==> src/rtl/instr_reg_arbiter.sv <==
`default_nettype none
// +--------------------------------------------------------------------------+
// | instr_reg_arbiter: round-robin two-requester front end for a ring of     |
// | DEPTH instruction-register slots, with write/read pointers and count.    |
// | Revision: 1.0                                                            |
// +--------------------------------------------------------------------------+
module instr_reg_arbiter #(
  parameter int DEPTH = 32,
  parameter int AW    = 5
) (
  input  logic          clk,
  input  logic          reset,
  input  logic          req0_valid,
  output logic          req0_ready,
  input  logic [3:0]    req0_opcode,
  input  logic [31:0]   req0_op_a,
  input  logic [31:0]   req0_op_b,
  input  logic          req1_valid,
  output logic          req1_ready,
  input  logic [3:0]    req1_opcode,
  input  logic [31:0]   req1_op_a,
  input  logic [31:0]   req1_op_b,
  input  logic          pop_req,
  output logic          pop_valid,
  output logic          load_en,
  output logic [3:0]    opcode,
  output logic [31:0]   operand_a,
  output logic [31:0]   operand_b,
  output logic [AW-1:0] write_pointer,
  output logic [AW-1:0] read_pointer,
  output logic [AW:0]   count,
  output logic          full,
  output logic          empty
);

  typedef enum logic [0:0] {INIT = 1'b0, RUN = 1'b1} state_t;

  state_t        state_q, state_d;
  logic          init_cnt_q, init_cnt_d;
  logic          prio_q, prio_d;
  logic [AW-1:0] wr_idx_q, wr_idx_d;
  logic [AW-1:0] rd_idx_q, rd_idx_d;
  logic [AW:0]   count_q, count_d;
  logic          load_en_q, load_en_d;
  logic          pop_valid_q, pop_valid_d;
  logic [3:0]    opcode_q, opcode_d;
  logic [31:0]   operand_a_q, operand_a_d;
  logic [31:0]   operand_b_q, operand_b_d;
  logic [AW-1:0] write_pointer_q, write_pointer_d;
  logic [AW-1:0] read_pointer_q, read_pointer_d;

  logic run, winner, wr_fire, rd_fire;

  function automatic logic [AW-1:0] next_idx(input logic [AW-1:0] idx);
    return (idx == AW'(DEPTH - 1)) ? '0 : idx + AW'(1);
  endfunction

  always_comb begin
    run   = (state_q == RUN);
    full  = (count_q == (AW+1)'(DEPTH));
    empty = (count_q == '0);

    // With no requester valid, the priority holder is shown as the winner.
    if (req0_valid && req1_valid) winner = prio_q;
    else if (req1_valid)          winner = 1'b1;
    else if (req0_valid)          winner = 1'b0;
    else                          winner = prio_q;

    req0_ready = run && !full && !winner;
    req1_ready = run && !full &&  winner;
    wr_fire    = (req0_valid && req0_ready) || (req1_valid && req1_ready);
    rd_fire    = run && pop_req && !empty;
  end

  always_comb begin
    state_d         = state_q;
    init_cnt_d      = init_cnt_q;
    prio_d          = prio_q;
    wr_idx_d        = wr_idx_q;
    rd_idx_d        = rd_idx_q;
    count_d         = count_q;
    load_en_d       = 1'b0;
    pop_valid_d     = 1'b0;
    opcode_d        = opcode_q;
    operand_a_d     = operand_a_q;
    operand_b_d     = operand_b_q;
    write_pointer_d = write_pointer_q;
    read_pointer_d  = read_pointer_q;

    case (state_q)
      INIT: begin
        init_cnt_d = 1'b1;
        if (init_cnt_q) state_d = RUN;
      end
      RUN: begin
        if (wr_fire) begin
          load_en_d       = 1'b1;
          opcode_d        = winner ? req1_opcode : req0_opcode;
          operand_a_d     = winner ? req1_op_a   : req0_op_a;
          operand_b_d     = winner ? req1_op_b   : req0_op_b;
          write_pointer_d = wr_idx_q;
          wr_idx_d        = next_idx(wr_idx_q);
          prio_d          = !winner;
        end
        if (rd_fire) begin
          pop_valid_d    = 1'b1;
          read_pointer_d = rd_idx_q;
          rd_idx_d       = next_idx(rd_idx_q);
        end
        case ({wr_fire, rd_fire})
          2'b10:   count_d = count_q + (AW+1)'(1);
          2'b01:   count_d = count_q - (AW+1)'(1);
          default: count_d = count_q;
        endcase
      end
      default: state_d = INIT;
    endcase
  end

  always_ff @(posedge clk or posedge reset) begin
    if (reset) begin
      state_q         <= INIT;
      init_cnt_q      <= 1'b0;
      prio_q          <= 1'b0;
      wr_idx_q        <= '0;
      rd_idx_q        <= '0;
      count_q         <= '0;
      load_en_q       <= 1'b0;
      pop_valid_q     <= 1'b0;
      opcode_q        <= '0;
      operand_a_q     <= '0;
      operand_b_q     <= '0;
      write_pointer_q <= '0;
      read_pointer_q  <= AW'(DEPTH - 1);
    end else begin
      state_q         <= state_d;
      init_cnt_q      <= init_cnt_d;
      prio_q          <= prio_d;
      wr_idx_q        <= wr_idx_d;
      rd_idx_q        <= rd_idx_d;
      count_q         <= count_d;
      load_en_q       <= load_en_d;
      pop_valid_q     <= pop_valid_d;
      opcode_q        <= opcode_d;
      operand_a_q     <= operand_a_d;
      operand_b_q     <= operand_b_d;
      write_pointer_q <= write_pointer_d;
      read_pointer_q  <= read_pointer_d;
    end
  end

  assign load_en       = load_en_q;
  assign pop_valid     = pop_valid_q;
  assign opcode        = opcode_q;
  assign operand_a     = operand_a_q;
  assign operand_b     = operand_b_q;
  assign write_pointer = write_pointer_q;
  assign read_pointer  = read_pointer_q;
  assign count         = count_q;

endmodule
`default_nettype wire
==> config.mk <==
export PLATFORM = sky130hd
export DESIGN_NAME = instr_reg_arbiter
export DESIGN_NICKNAME = d
export VERILOG_FILES = /design/src/rtl/instr_reg_arbiter.sv
export SDC_FILE = /design/constraint.sdc
export NUM_CORES = 1
export LEC_CHECK = 0
export ABC_AREA = 1
export CORE_MARGIN = 2
export CORE_UTILIZATION = 30
export CTS_CLUSTER_SIZE = 10
export DETAILED_ROUTE_END_ITERATION = 12
export GPL_TIMING_DRIVEN = 0
export MAX_ROUTING_LAYER = met4
export REMOVE_ABC_BUFFERS = 1
export SETUP_SLACK_MARGIN = 0.05
export SLEW_MARGIN = 20
export SYNTH_ARGS = -nofsm -noshare
export SYNTH_HDL_FRONTEND = slang
export SYNTH_SLANG_ARGS = --single-unit
==> constraint.sdc <==
create_clock -name clk -period 5.1 [get_ports clk]
set_clock_uncertainty 0.1 [all_clocks]
set_input_delay 1.53 -clock clk [delete_from_list [all_inputs] [get_ports clk]]
set_output_delay 1.53 -clock clk [all_outputs]
set_load 0.1 [all_outputs]
-- Word level (Yosys, flattened, before mapping)
Cells that the tools add are included.
- register bits after elaboration: 99
- input port bits: 141
- output and inout port bits: 90
- word-level logic and storage cells: 54
- $add $sub $neg: 4
- equality and inequality tests: 5
- muxes and demuxes: 15
- reduce and logical (&&, ||, !) cells: 17
- operators with widths (operator ; count):
    32-bit 2-to-1 mux ; 2
    6-bit case mux with 2 select lines ; 1
    5-bit by 1-bit adder with 5-bit output, second input constant ; 2
    5-bit equality test, second input constant ; 2
    5-bit 2-to-1 mux ; 2
    1-bit 2-to-1 mux ; 9
    1-bit logical AND ; 8
    6-bit by 1-bit adder with 6-bit output, second input constant ; 1
    6-bit equality test, second input constant ; 1
    6-bit logical NOT ; 1
    2-bit AND reduction ; 3
    6-bit by 1-bit subtractor with 6-bit output, second input constant ; 1
    4-bit 2-to-1 mux ; 1
    1-bit logical NOT ; 3
    2-bit by 1-bit equality test with 1-bit output, second input constant ; 1
    2-bit equality test, second input constant ; 1
    2-bit nonzero test ; 1
    1-bit logical OR ; 1

-- Longest topological paths before layout
- depth after elaboration: 10
- gate-level depth with buffers: 15

-- Worst setup path before layout
OpenSTA, ideal clock, no wires.
- kind: input to output
- start point: in req1_valid
- end point: out req0_ready
- arrival time: 3488 ps
- setup slack: -18 ps
- stages on the path: 5
- buffers on the path: 2
- cells stage by stage: inv_1 > o21ai_2 > buf_4 > buf_4 > a21oi_1
- longest elaborated chain between the ends: 4
- elaborated cells on any way between the ends: 5
- those cells by class: 2 x mux; 3 x reduce/logical
- RTL lines (item ; line ; text):
    start, declared ; 18 ; input logic req1_valid,
    1-bit 2-to-1 mux / 1-bit logical AND (equally long branches) ; 65, 64 ;
    1-bit 2-to-1 mux * ; 64 ; if (req0_valid && req1_valid) winner = prio_q;
    1-bit logical NOT * ; 69 ; req0_ready = run && !full && !winner;
    1-bit logical AND * ; 69 ;
    end, declared ; 14 ; output logic req0_ready,
Mark *: on every way between the ends. The rest lies on a longest branch, timed or not.

-- Final worst setup path
- start point: in req1_valid
- end point: out req1_ready
- longest elaborated chain between the ends: 3
- elaborated cells on any way between the ends: 4
- those cells by class: 2 x mux; 2 x reduce/logical
- RTL lines (item ; line ; text):
    1-bit 2-to-1 mux / 1-bit logical AND (equally long branches) ; 65, 64 ;
    1-bit 2-to-1 mux * ; 64 ;
    1-bit logical AND * ; 70 ; req1_ready = run && !full && winner;
    end, declared ; 19 ; output logic req1_ready,
Marks and branches as above.

==> out/results.ini <==
[run_status]
status = complete, no violations

[logic_synthesis]
synth-main-ff-cell = dfrtp_1
synth_edf_count = 0
async_flop_share_pct = 100.0
syn-cell-area_sq_um = 5363
yosysWarnings = 0
synth.ff_latch_count = 99
synth_adder_area_share_pct = 2.473
synth_xor_xnor_area_share_pct = 0.4900
synth-compound-area-share_pct = 8.656
yosysMostFrequentCell = nand2_1
yosysTopAreaCell = dfrtp_1
synth_area_leaders = dfrtp_1, nand2_1, nand3b_1
syn_inst = 699
synth_cell_types = 29
netlist_top_cells_count = nand2_1, dfrtp_1, inv_1, o21ai_1, nand3b_1
syn_avg_cell_area_sq_um = 7.672
yosysSeqAreaShare_pct = 46.31
synthMuxAreaShare_pct = 0
synthSimpleGateAreaFrac_pct = 31.01
synth_top_cell_area_share_pct = 43.86
synth_top_family_by_area = simple AND/OR/NAND/NOR gates

[floorplan]
rows = 48
pin_count = 231
start_util_pct = 30.79
dieHeight_microns = 137.7
die_area_sq_um = 18960
core_sq_um = 17420
fp.dieW_microns = 137.7

[clock_network]
cts_inserted_buffers = 9
hold_buffers = 0
cts_tree = yes
path_clk_slew_ps = 60
clkLatencyLatePin_ps = 350
cts_sinks = 99
h-tree-depth = 3
ctsRootBufferMaster = clkbuf_16
clockBufferDepth = 2

[worst_setup_path]
cp-end-kind = output port
cp-start-kind = input pin
slowest_delay_ps = 480
cpMostUsedCell = nand2_4
worstPathCellList = clkdlybuf4s50_1, inv_1, nand2_4, nand2_4, nor2_1, clkbuf_4
cp_slowest_cell = clkdlybuf4s50_1
worstPathArrival_ps = 3230
critical_path_required_ps = 3470
crit_fanout = 29
path_class = in -> out

[global_routing]
grt_use_met1_pct = 20.92
met2_usage_pct = 27.78
grt_usage_pct = 17.30
gr-total-overflow = 0
top_usage_layer = met2
grt_first_pass_wirelength_microns = 24430
first_global_vias = 4816
grt_max_degree = 63
grt_antenna_before_repair = 0
grt_use_met3_pct = 4.673

[timing]
rsz0062_at_grt = no
worst_slew_pin_slew_ps = 1045
fin_ws_ps = 239.0
period_share_pct = 95.31
fin_crit_ps = 4861
slew_viol_final = 0
finalHoldViolations = 0
finalSetupViolCount = 0
fmax_mhz = 205.7
relSlewSlack_pct = 30.09

[routing]
drt_pass1_iterations = 4
wl_per_cell_microns = 13.48
drc_errors = 0
drt_iter0_drc = 253
vias = 4991
wl_microns = 15400
via_per_inst = 4.370
ant_nets = 0

[layout]
diodes = 0
layout.nets = 1063
fin_cells = 1142
layout-drive-gt1-share_pct = 4.471
area_delta_synth_final_pct = 53.31

[power]
p_leak_nw = 3.956
ir_drop_mv = 0.4629
seqPwrFrac_pct = 26.1
power.share.clock_pct = 15.1
power.density_nw_per_um2 = 555.2
internal-power_w = 0.002094
swShare_pct = 54.14
combPwrFrac_pct = 58.8
p_switching_w = 0.002471

[placement]
portBuffers = 230
hpwl_microns = 11150
dp_slack_ps = -1061
gp_congestion = 0.7916
dp_cells = 1124

[flow_run]
cap_viol_max_count = 0

[min_path]
hold_class = reg -> reg

-- placed cells by master, fill, tap and decap left out, types with 4 or more instances in the layout --
| cell type | count |
|---|---|
| dfrtp_1 | 94 |
| clkbuf_16 | 9 |
| nor2_1 | 13 |
| o21ai_0 | 11 |
| dfstp_2 | 5 |
| inv_1 | 91 |
| buf_16 | 4 |
| a21oi_1 | 4 |
| o21ai_1 | 73 |
| nand2_1 | 267 |
| ha_1 | 9 |
| nand3_1 | 8 |
| nand3b_1 | 68 |
| clkdlybuf4s50_1 | 228 |
-- routing by layer --
| metal | vias to the layer above | share of wire (%) |
|---|---|---|
| met5 | - | 0 |
| met4 | 0 | 2.1 |
| met3 | 20 | 7.4 |
| met2 | 158 | 47 |
| met1 | 2225 | 44 |
| li1 | 2588 | - |
-- state kept, by name, indices dropped and copies added (netlist names) --
name,cells
operand_b,32
operand_a,32
rd_idx_q,5
run,1
load_en,1
prio_q,1
wr_idx_q,5
pop_valid,1
count,6
write_pointer,5
read_pointer,5
init_cnt_q,1
opcode,4
-- area by class of cell --
cell class,instances,area (sq um)
Tap cell,225,281.5
Timing Repair Buffer,240,2495
Clock inverter,5,52.55
Sequential cell,99,2484
Multi-Input combinational cell,468,2308
Inverter,94,357.8
Clock buffer,11,242.7
Fill cell,1738,9195
-- critical path: cells and delay by family --
kind	cells	cell delay, ps
buffers and inverters	3	920
AND/OR/NAND/NOR	3	750
-- power by group through the flow --
stage               Combinational, W  Clock, W  Sequential [W]
floorplan                   0.000565         0         0.00261
detailed placement           0.00270         0         0.00120
finish                       0.00268  0.000688         0.00119
global placement             0.00267         0         0.00120
global route                 0.00284  0.000740         0.00123
CTS                          0.00271  0.000717         0.00119
-- cells by family after synthesis --
logic type	Yosys count
xor gates and xnor gates	3
buffers and inverters	132
adders and majority gates	10
and+or+nand+nor	364
DFF	99
AOI/OAI and AO/OA	91
-- through the flow --
stage / total power, W / hold WS (ps) / setup TNS, ps / cell area, sq um / util, %
floorplan: 0.003172 / 314.3 / -3351 / 5122 / -
global placement: 0.003871 / 327.6 / -324180 / 7706 / 44.25
detailed placement: 0.003908 / 334.5 / -1476 / 7919 / 45.47
CTS: 0.004617 / 348.3 / 0 / 8224 / 47.22
global route: 0.004802 / 384.4 / 0 / 8222 / 47.21
finish: 0.004565 / 343.1 / 0 / 8222 / 47.21
-- path summary, 6_finish.rpt --
kind                                              from                        end  slack [ps]  cells past startpoint
worst min register to register  init_cnt_q$_DFFE_PP0N_     init_cnt_q$_DFFE_PP0N_         340                      2
worst min-delay path            init_cnt_q$_DFFE_PP0N_     init_cnt_q$_DFFE_PP0N_         340                      2
worst max-delay path                        req1_valid                 req1_ready         240                      6
worst max register to register    count[0]$_DFFE_PP0P_       count[4]$_DFFE_PP0P_        2120                     11
min in group asynchronous                        reset    rd_idx_q[0]$_DFFE_PP0P_        1460                      2
max in group asynchronous                        reset  operand_a[18]$_DFFE_PP0P_        2780                      3
-- repair_timing --
action                                  CTS  global route
endpoints found under the hold margin     0             0
pin swaps                                 1             0
gates resized for setup                   7             2
buffers inserted                          2             0
endpoints found under the setup margin    2             2
(Power assumes the default switching activity.)
